--- src/rtl/prirv32_lsu.sv ---
// prirv32_lsu: one-transaction load/store unit with lane formatting, misalign and bus-timeout errors
module prirv32_lsu #(
  parameter int MEM_TIMEOUT = 64
) (
  input  logic        clk_in,
  input  logic        rst_n,
  input  logic        lsu_valid,
  output logic        lsu_ready,
  input  logic [7:0]  ld_st_sel,
  input  logic [31:0] addr_in,
  input  logic [31:0] store_data_in,
  input  logic [4:0]  rd_in,
  output logic        mem_valid,
  input  logic        mem_ready,
  output logic [31:0] mem_addr,
  output logic [31:0] mem_wdata,
  output logic [3:0]  mem_wstrb,
  input  logic [31:0] mem_rdata,
  output logic        wb_valid,
  output logic [4:0]  wb_rd,
  output logic [31:0] wb_data,
  output logic        lsu_err,
  output logic [1:0]  lsu_err_cause,
  output logic [31:0] lsu_err_addr
);
  typedef enum logic [1:0] {IDLE, BUS, DONE} state_t;
  state_t state_d, state_q;
  logic ld_q, uns_q, wb_valid_q, err_q;
  logic [1:0] size_q, cause_q;
  logic [31:0] addr_q, wdata_q, wb_data_q, err_addr_q;
  logic [4:0] rd_q, wb_rd_q;
  logic [3:0] wstrb_q;
  logic [7:0] cnt_q;
  logic [3:0] code;
  logic accept, mis, done, timeout;
  logic [31:0] st_wdata, lane_b, ld_data;
  logic [15:0] lane_h;
  logic [3:0] st_wstrb;
  // code = {is_load, unsigned, size}; MSB of ld_st_sel has priority
  assign code = ld_st_sel[7] ? 4'b1000 : ld_st_sel[6] ? 4'b1001 : ld_st_sel[5] ? 4'b1010 :
                ld_st_sel[4] ? 4'b1100 : ld_st_sel[3] ? 4'b1101 : ld_st_sel[2] ? 4'b0000 :
                ld_st_sel[1] ? 4'b0001 : 4'b0010;
  assign accept = lsu_valid && state_q == IDLE && |ld_st_sel;
  assign mis = code[1:0] == 2'd2 ? |addr_in[1:0] : code[1:0] == 2'd1 ? addr_in[0] : 1'b0;
  assign done = state_q == BUS && mem_ready;
  assign timeout = state_q == BUS && !mem_ready && cnt_q == 8'(MEM_TIMEOUT - 1);
  assign st_wdata = code[1:0] == 2'd0 ? {4{store_data_in[7:0]}} :
                    code[1:0] == 2'd1 ? {2{store_data_in[15:0]}} : store_data_in;
  assign st_wstrb = code[3] ? 4'b0000 : code[1:0] == 2'd0 ? 4'b0001 << addr_in[1:0] :
                    code[1:0] == 2'd1 ? 4'b0011 << {addr_in[1], 1'b0} : 4'b1111;
  assign lane_b = mem_rdata >> {addr_q[1:0], 3'b000};
  assign lane_h = addr_q[1] ? mem_rdata[31:16] : mem_rdata[15:0];
  assign ld_data = size_q == 2'd2 ? mem_rdata :
                   size_q == 2'd1 ? {{16{~uns_q & lane_h[15]}}, lane_h} :
                   {{24{~uns_q & lane_b[7]}}, lane_b[7:0]};
  always_comb begin
    state_d = state_q;
    case (state_q)
      IDLE: state_d = accept ? (mis ? DONE : BUS) : IDLE;
      BUS:  state_d = (mem_ready || timeout) ? DONE : BUS;
      default: state_d = IDLE;
    endcase
  end
  always_ff @(posedge clk_in or negedge rst_n) begin
    if (!rst_n) begin
      state_q <= IDLE;
      ld_q <= 1'b0;
      uns_q <= 1'b0;
      size_q <= 2'd0;
      addr_q <= '0;
      rd_q <= '0;
      wdata_q <= '0;
      wstrb_q <= '0;
      cnt_q <= '0;
      wb_valid_q <= 1'b0;
      err_q <= 1'b0;
      cause_q <= 2'd0;
      err_addr_q <= '0;
      wb_data_q <= '0;
      wb_rd_q <= '0;
    end else begin
      state_q <= state_d;
      wb_valid_q <= done && ld_q && |rd_q;
      err_q <= (accept && mis) || timeout;
      if (state_q == BUS && !mem_ready) cnt_q <= cnt_q + 8'd1;
      if (accept) begin
        ld_q <= code[3];
        uns_q <= code[2];
        size_q <= code[1:0];
        addr_q <= addr_in;
        rd_q <= rd_in;
        wdata_q <= st_wdata;
        wstrb_q <= st_wstrb;
        cnt_q <= '0;
      end
      if (accept && mis) begin
        cause_q <= code[3] ? 2'b01 : 2'b10;
        err_addr_q <= addr_in;
      end
      if (timeout) begin
        cause_q <= 2'b11;
        err_addr_q <= addr_q;
      end
      if (done && ld_q) begin
        wb_data_q <= ld_data;
        wb_rd_q <= rd_q;
      end
    end
  end
  assign lsu_ready = state_q == IDLE;
  assign mem_valid = state_q == BUS;
  assign mem_addr = {addr_q[31:2], 2'b00};
  assign mem_wdata = wdata_q;
  assign mem_wstrb = wstrb_q;
  assign wb_valid = wb_valid_q;
  assign wb_rd = wb_rd_q;
  assign wb_data = wb_data_q;
  assign lsu_err = err_q;
  assign lsu_err_cause = cause_q;
  assign lsu_err_addr = err_addr_q;
endmodule

--- config.mk ---
export PLATFORM = sky130hd
export DESIGN_NAME = prirv32_lsu
export DESIGN_NICKNAME = d
export VERILOG_FILES = /design/src/rtl/prirv32_lsu.sv
export SDC_FILE = /design/constraint.sdc
export NUM_CORES = 1
export LEC_CHECK = 0
export CAP_MARGIN = 20
export CORE_MARGIN = 2
export CORE_UTILIZATION = 40
export CTS_CLUSTER_SIZE = 28
export DETAILED_ROUTE_END_ITERATION = 6
export GPL_ROUTABILITY_DRIVEN = 0
export MAX_ROUTING_LAYER = met4
export PLACE_DENSITY = 0.79
export SLEW_MARGIN = 20
export SYNTH_ARGS = -nofsm -noshare
export SYNTH_HDL_FRONTEND = slang
export SYNTH_SLANG_ARGS = --single-unit
--- constraint.sdc ---
create_clock -name clk_in -period 1.9 [get_ports clk_in]
set_clock_uncertainty 0.05 [all_clocks]
set_input_delay 0.38 -clock clk_in [delete_from_list [all_inputs] [get_ports clk_in]]
set_output_delay 0.38 -clock clk_in [all_outputs]
set_load 0.005 [all_outputs]
After elaboration in Yosys (flattened, before gate mapping)
Index checks and enable logic that the tools add are counted.

Register bits after elaboration: 160. Latch bits: 0. Bits in writable memories: 0. Memory bits (read-only): 0. Bits of input ports: 113. Word-level logic and storage cells: 74. Memories kept: 0.

Add/sub/neg operators: 1. $mul: 0. Div/mod/pow operators: 0. Order comparisons: 0. Equal/unequal tests: 6. Shifts and indexed selects: 3. Muxes and demuxes: 28. Bitwise gates (word level): 3. Reductions and logical operators: 18.

Operator list (number): $mux W32 (6); $mux W4 (8); $shr A32 B5 Y8 (1); $mux W16 (1); $mux W2 (8); $mux W8 (2); $add A8 B1 Y8 const B (1); $eq A8 B6 Y1 const B (1); $logic_and A1 B1 Y1 (8); $reduce_or A8 Y1 (1); $eq A2 B1 Y1 const B (3); $reduce_or A5 Y1 (1); $eq A2 B2 Y1 const B (2); $logic_not A2 Y1 (2); $pmux W2 S2 (1); $reduce_bool A2 Y1 (2); $shl A1 B2 Y4 const A (1); $shl A2 B2 Y4 const A (1); $and A1 B1 Y1 (2); $logic_or A1 B1 Y1 (2); $mux W1 (2); $reduce_or A2 Y1 (1); $logic_not A1 Y1 (1); $not A1 Y1 (1).

Depth between registers and ports, before layout
Gate-level depths: netlist of run 1.

Depth in word-level cells: 13. Mapped depth: 9. Mapped depth without buffers: 6.

Worst setup path before layout of run 1
No wires, ideal clock.

Path kind: in2reg. Start point: input port ld_st_sel[3]. End point: register err_addr_q[10] (netlist: lsu_err_addr[10]). Arrival: 1764 ps. Setup slack: -41 ps. Stages on the path: 8. Buffers on the path: 3. Cell sequence: or4_4 nand2_1 a32o_1 buf_6 and2_1 buf_6 buf_6 o211ai_2.

Cells in the longest elaborated chain, start to end: 10.

Ends and longest elaborated chain: start, declared (line 9) `input logic [7:0] ld_st_sel,`; $mux W4 (2 in a row) (line 41) `ld_st_sel[4] ? 4'b1100 : ld_st_sel[3] ? 4'b1101 : ld_st_sel[2] ? 4'b0000 :`; $mux W4 (3 in a row) (line 40) `assign code = ld_st_sel[7] ? 4'b1000 : ld_st_sel[6] ? 4'b1001 : ld_st_sel[5] ? 4'b1010 :`; $eq A2 B1 Y1 (line 44) `assign mis = code[1:0] == 2'd2 ? |addr_in[1:0] : code[1:0] == 2'd1 ? addr_in[0] : 1'b0;`; $mux W1 (2 in a row) (line 44); $logic_and A1 B1 Y1 * (line 96) `if (accept && mis) begin`; $reduce_bool A2 Y1 (no source line) *; end signal, assigned (line 98) `err_addr_q <= addr_in;`; end signal, assigned (line 102) `err_addr_q <= addr_q;`; end, declared (line 30) `logic [31:0] addr_q, wdata_q, wb_data_q, err_addr_q;`.

Every way passes the cells marked *; elsewhere a longest branch is shown, timed or not. A chain may end at the register's enable or synchronous reset.

Final worst setup path of run 1
Start point: input port ld_st_sel[5]. End point: register cause_q[1] (netlist: lsu_err_cause[1]).

Cells in the longest elaborated chain, start to end: 8.

Ends and longest elaborated chain: $mux W4 (3 in a row) (line 40); $eq A2 B1 Y1 (line 44); $mux W1 (2 in a row) (line 44); $logic_and A1 B1 Y1 (line 96); $reduce_bool A2 Y1 (no source line); end signal, assigned (line 97) `cause_q <= code[3] ? 2'b01 : 2'b10;`; end, declared (line 29) `logic [1:0] size_q, cause_q;`.

Parallel ways exist; a longest one is shown, timed or not. The select of a mux whose other input is x is not followed.

==> flow_metrics.py, run 1 <==
metrics = {
    "run_status": {
        "outcome": "completed",
    },
    "timing": {
        "final-setup-viol-count": 0,
        "clock.fmax_mhz": 539,
        "min_period_ns": 1.85,
        "rsz0062_at_grt": "true",
        "worst_slack_ns": 0.0462,
        "hold_violations": 0,
        "finalCritPeriodShare": 0.976,
        "slew_violations": 0,
    },
    "grt": {
        "grt_pass1_vias": 7166,
        "grt_busiest_layer": "met2",
        "grtUsageMet2": 0.379,
        "use_met3": 0.0536,
        "grt_use_met1": 0.304,
        "grt_max_degree": 68,
        "track_usage": 0.238,
        "overflow": 0,
        "grt_first_pass_wirelength_um": 37400,
        "grt_antenna_before_repair": 0,
    },
    "worst_setup_path": {
        "worstPathArrival_ns": 2.10,
        "crit_path_end_kind": "flop",
        "crit_start": "ld_st_sel[5]",
        "required_ns": 2.15,
        "path_class": "input pin to flop",
        "path_max_fanout": 29,
        "critPathMaxStageDelay_ns": 0.53,
        "r2r_slack_ns": 0.07,
        "endpoint": "lsu_err_cause[1]",
        "timing.rr.start": "state_q[0]",
        "reg2reg_depth": 6,
        "crit_slowest_cell": "clkdlybuf4s50_1",
        "r2r-end": "lsu_err_cause[1]",
        "crit_chain": "clkdlybuf4s50_1 -> nor3_1 -> buf_4 -> a21oi_4 -> buf_12 -> nand2_1 -> a221o_1",
        "crit_path_start_kind": "input pin",
    },
    "synth": {
        "yosys_warnings": 0,
        "synth_cell_types": 47,
        "synth.yosys.seq_area_share": 0.508,
        "synth-edff-count": 0,
        "async_flop_share": 1.00,
        "syn_avg_cell_area_um2": 8.86,
        "synth_cells": 889,
        "ys_seq_elements": 160,
        "syn-cell-area_um2": 7880,
        "synthFlopType": "dfrtp_1",
    },
    "finish": {
        "final_common_cell": "nand2_1",
        "final_util": 0.596,
        "stdcell_area_um2": 11600,
        "nFillCells": 1683,
        "antenna_cells": 0,
        "drive_gt1_frac": 0.125,
        "final_cell_mix": "nand2_1, clkdlybuf4s50_1, dfrtp_1, nor2_1, buf_4",
        "fin_nets": 1252,
        "syn2layout_area_growth_pct": 46.8,
    },
    "floorplan": {
        "io-pin-count": 256,
        "start_util": 0.406,
        "die_area_um2": 20800,
        "die_x_um": 144,
        "std_cell_rows": 51,
        "die_h_um": 144,
        "core-area_um2": 19400,
    },
    "clock_tree": {
        "clock_tree.buffer_depth": 2,
        "cts_made_buffers": 17,
        "clkLatencyLatePin_ns": 0.42,
        "root_buffer": "clkbuf_16",
        "clk_pin_slew_ns": 0.06,
        "cts_num_sinks": 160,
        "htree_levels": 4,
        "cts_tree": "yes",
    },
    "min_path": {
        "hold_path_class": "input pin to async pin",
    },
    "place": {
        "pre_cts_ws_ns": -0.552,
        "place_area_um2": 10900,
        "port_buffers": 253,
        "hpwl_um": 17500,
    },
    "routing": {
        "avgViaCountPerCell": 5.15,
        "route.detailed.drc": 0,
        "vias": 7296,
        "finalWirelength_um": 24400,
        "drt_pass1_iterations": 5,
        "wl_per_cell_um": 17.2,
        "antenna_left": 0,
        "drt_iter0_drc": 502,
    },
    "pwr": {
        "p_leak_uw": 0.00520,
        "p_sw_frac": 0.323,
        "pwr-share-clk": 0.222,
        "seqPwrFrac": 0.365,
        "comb_power_share": 0.413,
        "internal_power_uw": 10600,
        "vdd_drop_max_uv": 706,
        "power_density_nw_per_um2": 1360,
        "switching_power_uw": 5070,
    },
    "flow_run": {
        "max-cap-violations": 0,
    },
}
## layer usage
layer,share of wire,wire [um]
met1,0.42,10300
met2,0.48,11700
met3,0.079,1920
met4,0.020,493
met5,0,0
## cell families after synthesis
kind of cell / share of synthesized area
fa+ha+maj: 0.00159
buf+inv: 0.0688
flops: 0.508
xor+xnor: 0.00778
mux: 0.0295
other cells: 0.000476
simple gates: 0.230
compound gates: 0.153
## power groups by stage
stage	registers [uW]	clock network [uW]	logic, uW
2_1_floorplan	5650	0	2940
3_3_place_gp	5730	0	6270
3_5_place_dp	5760	0	6410
4_1_cts	5720	3540	6460
5_1_grt	5870	3700	7090
6_report	5720	3480	6470
## repair_timing
action	4_1_cts	5_1_grt
hold buffers	1	0
buffers inserted	0	1
hold endpoints to repair	34	0
resized for setup	14	7
cloned	0	2
setup endpoints to repair	64	50
pin swaps	3	2
## state kept, by name, summed over array words and instances (netlist names), 4 cells and up
name,flops
addr_q,32
cnt_q,8
lsu_err_addr,32
mem_wdata,32
mem_wstrb,4
rd_q,5
wb_data,32
wb_rd,5
## critical path: cells and delay by family
kind	cells	cell delay, ns
buffers and inverters	3	0.93
AND/OR/NAND/NOR	2	0.17
AO/OA/AOI/OAI	2	0.62
## Yosys cell counts, types with 6 or more instances
master | count | area [um^2]
o211ai_1 | 7 | 52.6
mux2i_1 | 21 | 210
a31oi_1 | 15 | 93.8
clkbuf_1 | 37 | 139
nand3_1 | 41 | 205
nand2b_1 | 6 | 37.5
a21oi_1 | 34 | 170
o211ai_2 | 30 | 375
a21o_1 | 10 | 75.1
dfrtp_1 | 160 | 4000
a32oi_1 | 7 | 61.3
buf_4 | 32 | 240
xor2_1 | 6 | 52.6
a2bb2oi_1 | 7 | 61.3
o21ai_0 | 28 | 140
buf_6 | 6 | 67.6
nand4_1 | 9 | 56.3
buf_2 | 13 | 65.1
nand2_1 | 310 | 1160
o22a_1 | 8 | 70.1
nor2_1 | 59 | 221
## worst min path at each step
stage	from	end	slack, ns
after global routing	rst_n	addr_q[5]	0.43
after CTS	rst_n	addr_q[5]	0.40
after detailed placement	rst_n	addr_q[5]	0.27
after floorplan	rst_n	addr_q[0]	0.03
final	rst_n	addr_q[5]	0.41
after global placement	rst_n	addr_q[5]	0.28
## area by class of cell
class	instances	area (um^2)	area share
tap	265	332	0.0287
clock buffer	21	470	0.0407
clock inverter	11	131	0.0114
timing repair buffer	321	3240	0.280
multi-input combinational	634	3370	0.291
sequential	160	4000	0.346
inverter	4	15.0	0.00130
## through the flow
| stage | hold WS, ns | total power, uW | setup TNS (ns) | cells |
|---|---|---|---|---|
| CTS | 0.404 | 15700 | 0 | 1413 |
| global route | 0.434 | 16700 | -0.0393 | 1416 |
| floorplan | 0.0344 | 8590 | -0.357 | 890 |
| finish | 0.406 | 15700 | 0 | 1416 |
| global placement | 0.276 | 12000 | -53.72 | 1380 |
| detailed placement | 0.273 | 12200 | -57.95 | 1380 |
(Power assumes the default switching activity.)
==> run 2: changes to the inputs <==
- CTS_CLUSTER_SIZE: 28 -> 40
==> results of run 2 <==
Same layout as run 1: the final DEF is identical, and so are final timing and power.
==> run 3: changes to the inputs <==
- CELL_PAD_IN_SITES_DETAIL_PLACEMENT: unset -> 0
- CELL_PAD_IN_SITES_GLOBAL_PLACEMENT: unset -> 1
- CORE_ASPECT_RATIO: unset -> 1.1
- CORE_UTILIZATION: 40 -> 31
- PLACE_DENSITY: 0.79 -> 0.82
- SKIP_CTS_REPAIR_TIMING: unset -> 1
==> flow_metrics.py, run 3 (synthesis results as in run 1) <==
metrics = {
    "floorplan": {
        "die_area_um2": 26700,
        "core-area_um2": 25100,
        "io-pin-count": 256,
        "die_h_um": 171,
        "std_cell_rows": 61,
        "die_x_um": 156,
        "start_util": 0.314,
    },
    "routing": {
        "finalWirelength_um": 25800,
        "antenna_left": 0,
        "vias": 7156,
        "route.detailed.drc": 0,
        "avgViaCountPerCell": 4.86,
        "drt_pass1_iterations": 4,
        "drt_iter0_drc": 363,
        "wl_per_cell_um": 17.5,
    },
    "timing": {
        "worstMarginPinSlew_ns": 0.659,
        "slew_violations": 0,
        "clock.fmax_mhz": 542,
        "final-setup-viol-count": 0,
        "hold_violations": 0,
        "worst_hold_slack_ns": 0.398,
        "finalCritPeriodShare": 0.970,
        "min_period_ns": 1.84,
        "final.setup.tns_ns": 0,
        "relSlewSlack": 0.557,
    },
    "worst_setup_path": {
        "worstPathArrival_ns": 2.09,
        "path_class": "flop to flop",
        "crit_path_start_kind": "flop",
        "path_max_fanout": 16,
        "required_ns": 2.15,
        "crit_path_end_kind": "flop",
    },
    "finish": {
        "antenna_cells": 0,
        "final_util": 0.468,
        "final_cell_mix": "nand2_1, clkdlybuf4s50_1, dfrtp_1, nor2_1, buf_4",
        "syn2layout_area_growth_pct": 49.1,
        "stdcell_area_um2": 11700,
        "drive_gt1_frac": 0.130,
        "fin_nets": 1258,
        "final_common_cell": "nand2_1",
    },
    "grt": {
        "grt_pass1_vias": 6987,
        "overflow": 0,
        "grt_max_degree": 69,
        "grtUsageMet2": 0.297,
        "grt_first_pass_wirelength_um": 38900,
        "grt_use_met1": 0.251,
        "grt_busiest_layer": "met2",
        "track_usage": 0.191,
        "use_met3": 0.0423,
        "grt_antenna_before_repair": 0,
    },
    "clock_tree": {
        "cts_tree": "yes",
        "root_buffer": "clkbuf_16",
        "cts_made_buffers": 17,
        "clkLatencyLatePin_ns": 0.42,
        "clock_tree.buffer_depth": 2,
        "clk_pin_slew_ns": 0.07,
        "cts_num_sinks": 160,
        "htree_levels": 4,
    },
    "pwr": {
        "p_leak_uw": 0.00530,
        "vdd_drop_max_uv": 604,
        "power_density_nw_per_um2": 1360,
        "total_power_uw": 15900,
    },
    "min_path": {
        "hold_path_class": "input pin to async pin",
    },
    "place": {
        "place_area_um2": 10900,
        "port_buffers": 253,
        "hpwl_um": 17700,
    },
    "run_status": {
        "outcome": "completed",
    },
    "flow_run": {
        "max-cap-violations": 0,
    },
}
run 3: cell types whose count changed in the layout (fill, tap and decap cells not counted), moves of 3 or more:
cell	before	now
dlymetal6s2s_1	2	9
buf_4	47	53
buf_6	8	2
dlygate4sd2_1	6	0
inv_6	0	4
buf_12	11	14
clkinv_4	4	1
run 3: layout make-up:
cell class | count | area, um^2
sequential | 160 | 4010
timing repair buffer | 326 | 3350
inverter | 4 | 15.0
clock inverter | 13 | 150
clock buffer | 19 | 453
tap | 315 | 394
fill | 2378 | 13400
multi-input combinational | 635 | 3390
run 3: final timing paths:
path | cells past startpoint | slack [ns] | endpoint | startpoint
setup / recovery | 7 | 0.06 | lsu_err_addr[30] | state_q[1]
hold / removal | 2 | 0.40 | addr_q[4] | rst_n
setup reg to reg | 7 | 0.06 | lsu_err_addr[30] | state_q[1]
hold reg to reg | 2 | 0.43 | wb_rd[1] | wb_rd[1]
max in group asynchronous | 3 | 0.77 | state_q[1] | rst_n
min in group clk_in | 2 | 0.43 | wb_rd[1] | wb_rd[1]
run 3: per-stage QoR:
| step | std cells | worst slack (ns) |
|---|---|---|
| floorplan | 890 | -0.0119 |
| global placement | 1423 | -0.731 |
| detailed placement | 1423 | -0.790 |
| CTS | 1455 | -0.330 |
| global route | 1472 | -0.0112 |
| finish | 1472 | 0.0564 |
run 3: power by group:
part	leakage [uW]	switching, uW	internal [uW]	total, uW
Combinational	0.00306	2780	3900	6680
Sequential	0.00195	889	4780	5670
Clock	0.000285	1540	2030	3570
run 3: metal layers:
metal  vias up  wire length, um
met4         0              518
met1      3435            11600
met3        29             1550
met5         -                0
li1       3471                -
met2       221            12100
run 3: worst max-delay path, stage by stage (launching register included):
cell and delay (ns):
dfrtp_2 0.44, nor2_4 0.14, buf_4 0.11, nand2_1 0.09
a21oi_4 0.27, buf_12 0.15, and2_4 0.34, o211ai_2 0.13
